### src/rtl/fft_result_streamer_pkg.sv
// ============================================================================
// fft_result_streamer_pkg : shared constants and FSM state type
// Rev 1.0 - initial release
// ============================================================================
`default_nettype none

package fft_result_streamer_pkg;

    localparam int FFT_N     = 8;
    localparam int FFT_LOG2N = 3;
    localparam int IFFT_RND  = 4;

    typedef enum logic [0:0] {
        ST_IDLE   = 1'b0,
        ST_STREAM = 1'b1
    } state_e;

endpackage

`default_nettype wire

### src/rtl/fft_post_scale.sv
// ============================================================================
// fft_post_scale : combinational conj/scale/round/saturate of one complex sample
// Rev 1.0 - initial release
// ============================================================================
`default_nettype none

module fft_post_scale
    import fft_result_streamer_pkg::*;
#(
    parameter int DATA_W = 32
) (
    input  logic              mode_i,
    input  logic [DATA_W-1:0] re_i,
    input  logic [DATA_W-1:0] im_i,
    output logic [DATA_W-1:0] re_o,
    output logic [DATA_W-1:0] im_o
);

    localparam logic signed [DATA_W:0] C_RND     = (DATA_W+1)'(IFFT_RND);
    localparam logic signed [DATA_W:0] C_SAT_MAX = {2'b00, {(DATA_W-1){1'b1}}};
    localparam logic signed [DATA_W:0] C_SAT_MIN = {2'b11, {(DATA_W-1){1'b0}}};

    logic signed [DATA_W:0] w_re_sum;
    logic signed [DATA_W:0] w_im_sum;
    logic signed [DATA_W:0] w_re_shr;
    logic signed [DATA_W:0] w_im_shr;

    function automatic logic [DATA_W-1:0] sat(input logic signed [DATA_W:0] v);
        if (v > C_SAT_MAX)      sat = C_SAT_MAX[DATA_W-1:0];
        else if (v < C_SAT_MIN) sat = C_SAT_MIN[DATA_W-1:0];
        else                    sat = v[DATA_W-1:0];
    endfunction

    // One guard bit keeps -(-2^(DW-1)) and the rounding add exact before the shift.
    assign w_re_sum = {re_i[DATA_W-1], re_i} + C_RND;
    assign w_im_sum = C_RND - {im_i[DATA_W-1], im_i};
    assign w_re_shr = w_re_sum >>> FFT_LOG2N;
    assign w_im_shr = w_im_sum >>> FFT_LOG2N;

    assign re_o = mode_i ? sat(w_re_shr) : re_i;
    assign im_o = mode_i ? sat(w_im_shr) : im_i;

endmodule

`default_nettype wire

### src/rtl/fft_result_streamer.sv
// ============================================================================
// fft_result_streamer : captures 8 FFT bins and streams them over valid/ready
// Rev 1.0 - initial release
// ============================================================================
`default_nettype none

module fft_result_streamer
    import fft_result_streamer_pkg::*;
#(
    parameter int DATA_W = 32,
    parameter int N_PTS  = FFT_N
) (
    input  logic                    clk,
    input  logic                    rst_n,
    input  logic                    bf_valid,
    input  logic                    ifft_mode,
    input  logic [N_PTS*DATA_W-1:0] in_real,
    input  logic [N_PTS*DATA_W-1:0] in_imag,
    input  logic                    clr_ovr,
    output logic                    out_valid,
    input  logic                    out_ready,
    output logic [DATA_W-1:0]       out_real,
    output logic [DATA_W-1:0]       out_imag,
    output logic [FFT_LOG2N-1:0]    out_idx,
    output logic                    out_last,
    output logic                    busy,
    output logic                    overrun
);

    localparam int IDX_W = FFT_LOG2N;
    localparam logic [IDX_W-1:0] C_IDX_LAST = IDX_W'(N_PTS - 1);

    state_e             state_q, state_d;
    logic [IDX_W-1:0]   idx_q, idx_d;
    logic               last_q, last_d;
    logic [DATA_W-1:0]  re_q, re_d;
    logic [DATA_W-1:0]  im_q, im_d;
    logic               mode_q, mode_d;
    logic               ovr_q, ovr_d;

    logic [DATA_W-1:0]  buf_re_q [N_PTS];
    logic [DATA_W-1:0]  buf_im_q [N_PTS];

    logic               w_accept;
    logic               w_last_acc;
    logic               w_capture;
    logic               w_drop;
    logic [IDX_W-1:0]   w_idx_nxt;
    logic               w_src_mode;
    logic [DATA_W-1:0]  w_src_re;
    logic [DATA_W-1:0]  w_src_im;
    logic [DATA_W-1:0]  w_scl_re;
    logic [DATA_W-1:0]  w_scl_im;

    assign w_accept   = (state_q == ST_STREAM) && out_ready;
    assign w_last_acc = w_accept && (idx_q == C_IDX_LAST);
    assign w_capture  = bf_valid && ((state_q == ST_IDLE) || w_last_acc);
    assign w_drop     = bf_valid && (state_q == ST_STREAM) && !w_last_acc;
    assign w_idx_nxt  = idx_q + 1'b1;

    // A fresh capture bypasses the buffer so bin 0 is on the outputs one cycle later.
    assign w_src_mode = w_capture ? ifft_mode               : mode_q;
    assign w_src_re   = w_capture ? in_real[0 +: DATA_W]    : buf_re_q[w_idx_nxt];
    assign w_src_im   = w_capture ? in_imag[0 +: DATA_W]    : buf_im_q[w_idx_nxt];

    fft_post_scale #(
        .DATA_W (DATA_W)
    ) u_post_scale (
        .mode_i (w_src_mode),
        .re_i   (w_src_re),
        .im_i   (w_src_im),
        .re_o   (w_scl_re),
        .im_o   (w_scl_im)
    );

    always_comb begin
        state_d = state_q;
        idx_d   = idx_q;
        last_d  = last_q;
        re_d    = re_q;
        im_d    = im_q;
        mode_d  = mode_q;
        if (w_capture) begin
            state_d = ST_STREAM;
            idx_d   = '0;
            last_d  = 1'b0;
            re_d    = w_scl_re;
            im_d    = w_scl_im;
            mode_d  = ifft_mode;
        end else if (w_last_acc) begin
            state_d = ST_IDLE;
        end else if (w_accept) begin
            idx_d   = w_idx_nxt;
            last_d  = (w_idx_nxt == C_IDX_LAST);
            re_d    = w_scl_re;
            im_d    = w_scl_im;
        end
    end

    // Set wins over a simultaneous clear.
    assign ovr_d = w_drop ? 1'b1 : (clr_ovr ? 1'b0 : ovr_q);

    always_ff @(posedge clk or negedge rst_n) begin
        if (!rst_n) begin
            state_q <= ST_IDLE;
            idx_q   <= '0;
            last_q  <= 1'b0;
            re_q    <= '0;
            im_q    <= '0;
            mode_q  <= 1'b0;
            ovr_q   <= 1'b0;
        end else begin
            state_q <= state_d;
            idx_q   <= idx_d;
            last_q  <= last_d;
            re_q    <= re_d;
            im_q    <= im_d;
            mode_q  <= mode_d;
            ovr_q   <= ovr_d;
        end
    end

    always_ff @(posedge clk) begin
        if (w_capture) begin
            for (int k = 0; k < N_PTS; k++) begin
                buf_re_q[k] <= in_real[k*DATA_W +: DATA_W];
                buf_im_q[k] <= in_imag[k*DATA_W +: DATA_W];
            end
        end
    end

    assign out_valid = (state_q == ST_STREAM);
    assign busy      = (state_q == ST_STREAM);
    assign out_real  = re_q;
    assign out_imag  = im_q;
    assign out_idx   = idx_q;
    assign out_last  = last_q;
    assign overrun   = ovr_q;

endmodule

`default_nettype wire
### config.mk
export PLATFORM = sky130hd
export DESIGN_NAME = fft_result_streamer
export DESIGN_NICKNAME = d
export VERILOG_FILES = /design/src/rtl/fft_result_streamer_pkg.sv /design/src/rtl/fft_post_scale.sv /design/src/rtl/fft_result_streamer.sv
export SDC_FILE = /design/constraint.sdc
export NUM_CORES = 1
export LEC_CHECK = 0
export BUFFER_PORTS_ARGS = -buffer_cell sky130_fd_sc_hd__buf_2
export CORE_ASPECT_RATIO = 0.5
export CORE_MARGIN = 2
export CORE_UTILIZATION = 35
export CTS_CLUSTER_DIAMETER = 40
export CTS_CLUSTER_SIZE = 25
export DETAILED_ROUTE_END_ITERATION = 16
export HOLD_SLACK_MARGIN = 0.03
export PLACE_DENSITY = 0.57
export RECOVER_POWER = 25
export SLEW_MARGIN = 30
export SYNTH_ARGS = -nofsm -noshare
export SYNTH_HDL_FRONTEND = slang
export SYNTH_SLANG_ARGS = --single-unit
export TNS_END_PERCENT = 10
### constraint.sdc
create_clock -name clk -period 27.3 [get_ports clk]
set_input_delay 5.46 -clock clk [delete_from_list [all_inputs] [get_ports clk]]
set_output_delay 5.46 -clock clk [all_outputs]
set_load 0.005 [all_outputs]
After elaboration in Yosys (flattened, before gate mapping)
Memories as Yosys holds them, arrays and structs flattened.
Cells that the tools add are included.
{"block": "totals", "memories": 2, "mem_bits_ro": 0, "register_bits": 71, "output_inout_bits": 71, "latch_bits": 0, "in_bits": 518, "word_cells": 58, "ram_bits": 512}
{"block": "classes", "magnitude_cmp": 4, "mux": 27, "bitwise": 1, "div_mod_pow": 0, "n_shift": 0, "n_eq_ne": 3, "reduce_logical": 11, "add_sub_neg": 3, "n_mul": 0}
{"memory": "buf_im_q", "words": 8, "width": 32, "rd": 1, "rd_clocked_by_memory_dff": 0, "wr": 8, "line": "fft_result_streamer.sv:42", "text": "logic [DATA_W-1:0] buf_im_q [N_PTS];"}
{"memory": "buf_re_q", "words": 8, "width": 32, "rd": 1, "rd_clocked_by_memory_dff": 0, "wr": 8, "line": "fft_result_streamer.sv:41", "text": "logic [DATA_W-1:0] buf_re_q [N_PTS];"}
{"cell": "$mux 32", "n": 14}
{"cell": "$gt 30x32->1 const B", "n": 2}
{"cell": "$lt 30x32->1 const B", "n": 2}
{"cell": "$add 32x4->33 const B", "n": 1}
{"cell": "$sub 4x32->33 const A", "n": 1}
{"cell": "$mux 1", "n": 10}
{"cell": "$mux 3", "n": 3}
{"cell": "$eq 3x3->1 const B", "n": 2}
{"cell": "$reduce_bool 2->1", "n": 3}
{"cell": "$logic_and 1x1->1", "n": 5}
{"cell": "$add 3x1->3 const B", "n": 1}
{"cell": "$ne 2x1->1 const B", "n": 1}
{"cell": "$reduce_and 2->1", "n": 1}
{"cell": "$logic_not 1->1", "n": 1}
{"cell": "$logic_or 1x1->1", "n": 1}
{"cell": "$not 1->1", "n": 1}

Logic depth before layout (Yosys ltp)
{"block": "logic_depth", "depth_word": 13, "ltp_mapped": 23}

Hierarchy
A second synthesis with hierarchy kept.
{"block": "unflattened", "cells_unflattened": 1560, "hier_area_um2": 24842.6}
{"module": "fft_result_streamer", "n_inst": 1, "cells_per_inst": 1272, "seq_area_each_um2": 17151.4, "area_per_inst_um2": 23079.6}
{"module": "fft_post_scale", "n_inst": 1, "cells_per_inst": 288, "seq_area_each_um2": 0.0, "area_per_inst_um2": 1762.9}

Worst setup path after synthesis
No wires, ideal clock.
{"block": "synth_path", "path_kind": "input -> register", "start": "in out_ready", "end": "reg re_q[28], in the netlist out_real[28]", "t_arrival_ns": 24.210, "slack_ns": 2.939, "path_stages": 11, "setup_ns": 0.151, "path_cell_list": "a21bo_2 > nand2_1 > inv_2 > buf_2 > buf_6 > buf_2 > buf_1 > buf_1 > o21ai_0 > xor2_1 > o221ai_1"}
{"block": "synth_between", "elab_chain_len": 13}
{"element": "start: declaration", "line": "fft_result_streamer.sv:21", "text": "input logic out_ready,"}
{"element": "$logic_and 1x1->1 (*)", "line": "fft_result_streamer.sv:55", "text": "assign w_accept = (state_q == ST_STREAM) && out_ready;"}
{"element": "$logic_and 1x1->1", "line": "fft_result_streamer.sv:56", "text": "assign w_last_acc = w_accept && (idx_q == C_IDX_LAST);"}
{"element": "$logic_or 1x1->1", "line": "fft_result_streamer.sv:57", "text": "assign w_capture = bf_valid && ((state_q == ST_IDLE) || w_last_acc);"}
{"element": "$logic_and 1x1->1", "line": "fft_result_streamer.sv:57"}
{"element": "$mux 32", "line": "fft_result_streamer.sv:63", "text": "assign w_src_re = w_capture ? in_real[0 +: DATA_W] : buf_re_q[w_idx_nxt];"}
{"element": "$add 32x4->33", "line": "fft_post_scale.sv:35", "text": "assign w_re_sum = {re_i[DATA_W-1], re_i} + C_RND;"}
{"element": "$lt 30x32->1", "line": "fft_post_scale.sv:30", "text": "else if (v < C_SAT_MIN) sat = C_SAT_MIN[DATA_W-1:0];"}
{"element": "$mux 32", "line": "fft_post_scale.sv:30"}
{"element": "$mux 32", "line": "fft_post_scale.sv:29", "text": "if (v > C_SAT_MAX) sat = C_SAT_MAX[DATA_W-1:0];"}
{"element": "$mux 32", "line": "fft_post_scale.sv:40", "text": "assign re_o = mode_i ? sat(w_re_shr) : re_i;"}
{"element": "$mux 32", "line": "fft_result_streamer.sv:92", "text": "end else if (w_accept) begin"}
{"element": "$mux 32", "line": "fft_result_streamer.sv:90", "text": "end else if (w_last_acc) begin"}
{"element": "$mux 32", "line": "fft_result_streamer.sv:83", "text": "if (w_capture) begin"}
{"element": "end signal: assignment", "line": "fft_result_streamer.sv:116", "text": "re_q <= re_d;"}
{"element": "end: declaration", "line": "fft_result_streamer.sv:36", "text": "logic [DATA_W-1:0] re_q, re_d;"}
Mark *: on every way between the ends. The rest lies on a longest branch, timed or not. The select of a mux whose other input is x is not followed.
A chain may end at the register's enable or synchronous reset.

Worst setup path after layout
{"block": "layout_path", "start": "in out_ready", "end": "reg im_q[7], in the netlist out_imag[7]"}
{"block": "layout_between", "elab_chain_len": 13}
{"element": "$logic_and 1x1->1 (*)", "line": "fft_result_streamer.sv:55"}
{"element": "$logic_and 1x1->1", "line": "fft_result_streamer.sv:56"}
{"element": "$logic_or 1x1->1", "line": "fft_result_streamer.sv:57"}
{"element": "$logic_and 1x1->1", "line": "fft_result_streamer.sv:57"}
{"element": "$mux 32", "line": "fft_result_streamer.sv:64", "text": "assign w_src_im = w_capture ? in_imag[0 +: DATA_W] : buf_im_q[w_idx_nxt];"}
{"element": "$sub 4x32->33", "line": "fft_post_scale.sv:36", "text": "assign w_im_sum = C_RND - {im_i[DATA_W-1], im_i};"}
{"element": "$lt 30x32->1", "line": "fft_post_scale.sv:30"}
{"element": "$mux 32", "line": "fft_post_scale.sv:30"}
{"element": "$mux 32", "line": "fft_post_scale.sv:29"}
{"element": "$mux 32", "line": "fft_post_scale.sv:41", "text": "assign im_o = mode_i ? sat(w_im_shr) : im_i;"}
{"element": "$mux 32", "line": "fft_result_streamer.sv:92"}
{"element": "$mux 32", "line": "fft_result_streamer.sv:90"}
{"element": "$mux 32", "line": "fft_result_streamer.sv:83"}
{"element": "end signal: assignment", "line": "fft_result_streamer.sv:117", "text": "im_q <= im_d;"}
{"element": "end: declaration", "line": "fft_result_streamer.sv:37", "text": "logic [DATA_W-1:0] im_q, im_d;"}
Marks and branches as above.

==> impl_metrics.tcl <==
set metrics [dict create \
    run_status "complete, no violations" \
    synth-seq-area-share_pct 69.4 \
    timing.critical_path.fanout_max 142 \
    initial_antenna_violation_count 31 \
    cts.hold.buffers_added 0 \
    cpPeakStageDelay_ps 870 \
    first_iter_violations 1408 \
    flow.area_growth_from_synthesis_pct 24.2 \
    viasPerCell 5.17 \
    critical_path.reg2reg.startpoint "out_idx[0]" \
    die_h_um 192 \
    netlist_instances 1508 \
    worst_ir_drop_vdd_mv 0.0777 \
    gpl.final_weighted_congestion 0.855 \
    grt_pass1_vias 16015 \
    finalClockSkew_ps 25.5 \
    max-clock-path-buffers 3 \
    worstPathRequired_ps 27830 \
    htreeDepth 2 \
    grt_most_used_layer "met2" \
    ys_seq_elements 583 \
    critPathLaunchType "primary input" \
    yosysUniqueCellTypes 86 \
    grt_start_max_net_pins 191 \
    worst-r2r-cell-count 11 \
    detailed_place_hpwl_um 55300 \
    drcViolationCount 0 \
    globalRouteMet3Util_pct 3.12 \
    post_drt_wl_per_cell_um 24.9 \
    grt_util_met2_pct 36.5 \
    fp.dieArea_um2 72800 \
    min_period_ps 9780 \
    p_leak_nw 11.4 \
    timing_hold_violations_final 0 \
    buffer_ports.inserted 588 \
    category_of_cells_accounting_for_the_largest_share_of_critical_path_delay "buffers and inverters" \
    cts.repair_timing.setup_buffer_count 0 \
    ys_async_sr_fraction_pct 12.2 \
    cp-endpoint "out_imag[7]" \
    drt-total-wl_um 77300 \
    synth-edff-count 512 \
    fmaxAchievable_ghz 0.102 \
    syn-cell-area_um2 24700 \
    clock_latency_ps 640 \
    final-max-slew-violation-count 0 \
    groute.usage.overall_pct 20.5 \
    timing.max_slew.rel_slack_pct 32.2 \
    start_util_pct 35.6 \
    setup-violations-final 0 \
    cts_resized 0 \
    p_per_area_nw_per_um2 118 \
    fin_cells 3108 \
    mean_syn_cell_area_um2 16.4 \
    worst-endpoint-arrival_ps 10310 \
    antenna_left 0 \
    worst-r2r-setup-slack_ps 20530 \
    worst_r2r_endpoint "out_imag[6]" \
    post-route-period-util_pct 35.8 \
    gr-usage-met1_pct 24.3 \
    timing_worst_slew_pin_value_ps 1010 \
    ys_warn_count 0 \
    path_clk_slew_ps 70 \
    crit_path_top_delay_cell "buf_4" \
    nets 2607 \
    dieWidth_um 380 \
    kind_of_capture_point_of_the_worst_setup_path "flip-flop" \
    cts_made_buffers 55 \
    cts_tree "done" \
    global_route.overflow_total 0 \
    drive_above_1_share_pct 40.0 \
    cp.depth 12 \
    place_inst 2971 \
    clock-sinks 583 \
    core_region_area_um2 69400 \
    via_count 16063 \
    hold_path.class "flip-flop to flip-flop" \
    cp_num_buf_inv 4 \
    top_level_ports 589 \
    cts_root_buffer "clkbuf_16" \
    postSynthNetCount 2030 \
    cp-startpoint "out_ready" \
    drv.max_cap_violation_count 0 \
    path_cells "buf_2, a21bo_2, buf_4, nand2_1, clkinv_8, buf_4, o21ai_0, o21ai_0, nand2_1, nor3_1, xnor2_1, a221oi_1" \
    grt_first_pass_wirelength_um 108000 \
    postSynth.topFlopCell "edfxtp_1" \
    fin_setup_tns_ps 0 \
    placement_rows 68 \
    rsz0062_at_grt "false" \
    detailedRoute.firstPassIterationCount 5 \
    critical_path_class "primary input to flip-flop" \
]
area by class of cell:
| type | count | area [um2] |
|---|---|---|
| clock buffers | 57 | 1430 |
| clock inverters | 46 | 592 |
| multi-input cells | 825 | 7010 |
| flip-flops and latches | 583 | 17200 |
| inverters | 8 | 42.5 |
| repair buffers | 612 | 3190 |
| diodes | 32 | 80.1 |
| fillers | 6339 | 38800 |
| well taps | 945 | 1180 |
worst min path at each step:
stage	startpoint	to	slack, ps	cells past startpoint
final	out_imag[5]	out_imag[5]	480	1
after global routing	out_imag[5]	out_imag[5]	490	1
after CTS	out_imag[5]	out_imag[5]	480	1
after detailed placement	out_imag[5]	out_imag[5]	460	1
after global placement	out_imag[0]	out_imag[0]	450	2
after floorplan	out_imag[0]	out_imag[0]	460	2
stage by stage:
| step | util, % | hold WS (ps) | setup WS [ps] | cell area [um2] | total power [mW] |
|---|---|---|---|---|---|
| 2_1_floorplan | - | 463 | 2940 | 24700 | 2.28 |
| 3_3_place_gp | 41.0 | 450 | 17010 | 28500 | 2.77 |
| 3_5_place_dp | 41.1 | 460 | 16820 | 28500 | 2.79 |
| 4_1_cts | 44.0 | 478 | 17520 | 30500 | 3.64 |
| 5_1_grt | 44.2 | 490 | 17190 | 30700 | 3.80 |
| 6_report | 44.2 | 482 | 17520 | 30700 | 3.63 |
report_power, final:
part | switching [mW] | total (mW) | internal, mW
Sequential | 0.0542 | 1.14 | 1.09
Combinational | 1.02 | 1.64 | 0.615
Clock | 0.420 | 0.846 | 0.426
Total | 1.50 | 3.63 | 2.13
synth_stat cells (10+ instances only):
cell type	count	share of area, %
a22oi_1	22	0.67
clkbuf_1	43	0.65
a31oi_1	10	0.25
xor2_1	18	0.64
and3_1	12	0.30
edfxtp_1	512	62
nor2_1	46	0.70
nor3_1	20	0.41
a22o_1	40	1.4
mux2_2	46	2.1
nand3_1	68	1.4
mux2i_1	130	5.3
nand2_1	70	1.1
a21oi_1	38	0.77
o31ai_1	24	0.73
mux4_2	51	4.6
o22ai_1	32	0.81
buf_2	16	0.32
dfrtp_1	71	7.2
o21ai_0	50	1.0
registers in the layout, indices dropped and copies added, names as in the netlist:
name	flops
buf_im_q	256
buf_re_q	256
busy	1
mode_q	1
out_idx	3
out_imag	32
out_last	1
out_real	32
overrun	1
layer usage:
layer	wire [um]	vias up
li1	-	7260
met1	29400	8195
met2	41500	482
met3	3520	126
met4	2840	0
met5	0	-
cells by family after synthesis:
group | Yosys count | synth area share, %
flops | 583 | 69.4
xor+xnor | 27 | 0.957
mux | 234 | 12.6
buf+inv | 100 | 2.54
compound gates | 275 | 8.10
fa+ha+maj | 4 | 0.203
simple gates | 285 | 6.12
cells in the final DEF (no fill, tap or decap), types with 6 or more instances in the layout:
cell       count
a21oi_1       38
o21a_1         7
nand2_1       69
o21ai_0       50
dfrtp_1       70
o31ai_4        8
inv_8          9
o22ai_1       32
edfxtp_1     512
buf_2        584
xnor2_1        9
or3_1          7
mux2i_1      129
nor2_1        44
xor2_1        18
and3_1        12
o31ai_2        8
nand3_1       68
nor3_1        20
diode_2       32
clkinv_8      12
a22oi_1       22
inv_6          8
clkbuf_16     57
inv_12         6
a22o_1        40
a31oi_1       10
mux4_2        51
mux2_2        46
buf_4         20
o31ai_1       17
nand4_1        8
worst register-to-register path: stages, from the launching register on:
cell and delay [ps]:
dfrtp_4 830, inv_1 400, ha_4 950, buf_4 880, nand2b_1 780, o22ai_1 280
o31ai_1 810, o21ai_0 470, nand2_1 510, nor3_1 200, a2111oi_0 470, a21o_1 130
Power figures use the tool's default switching activity.
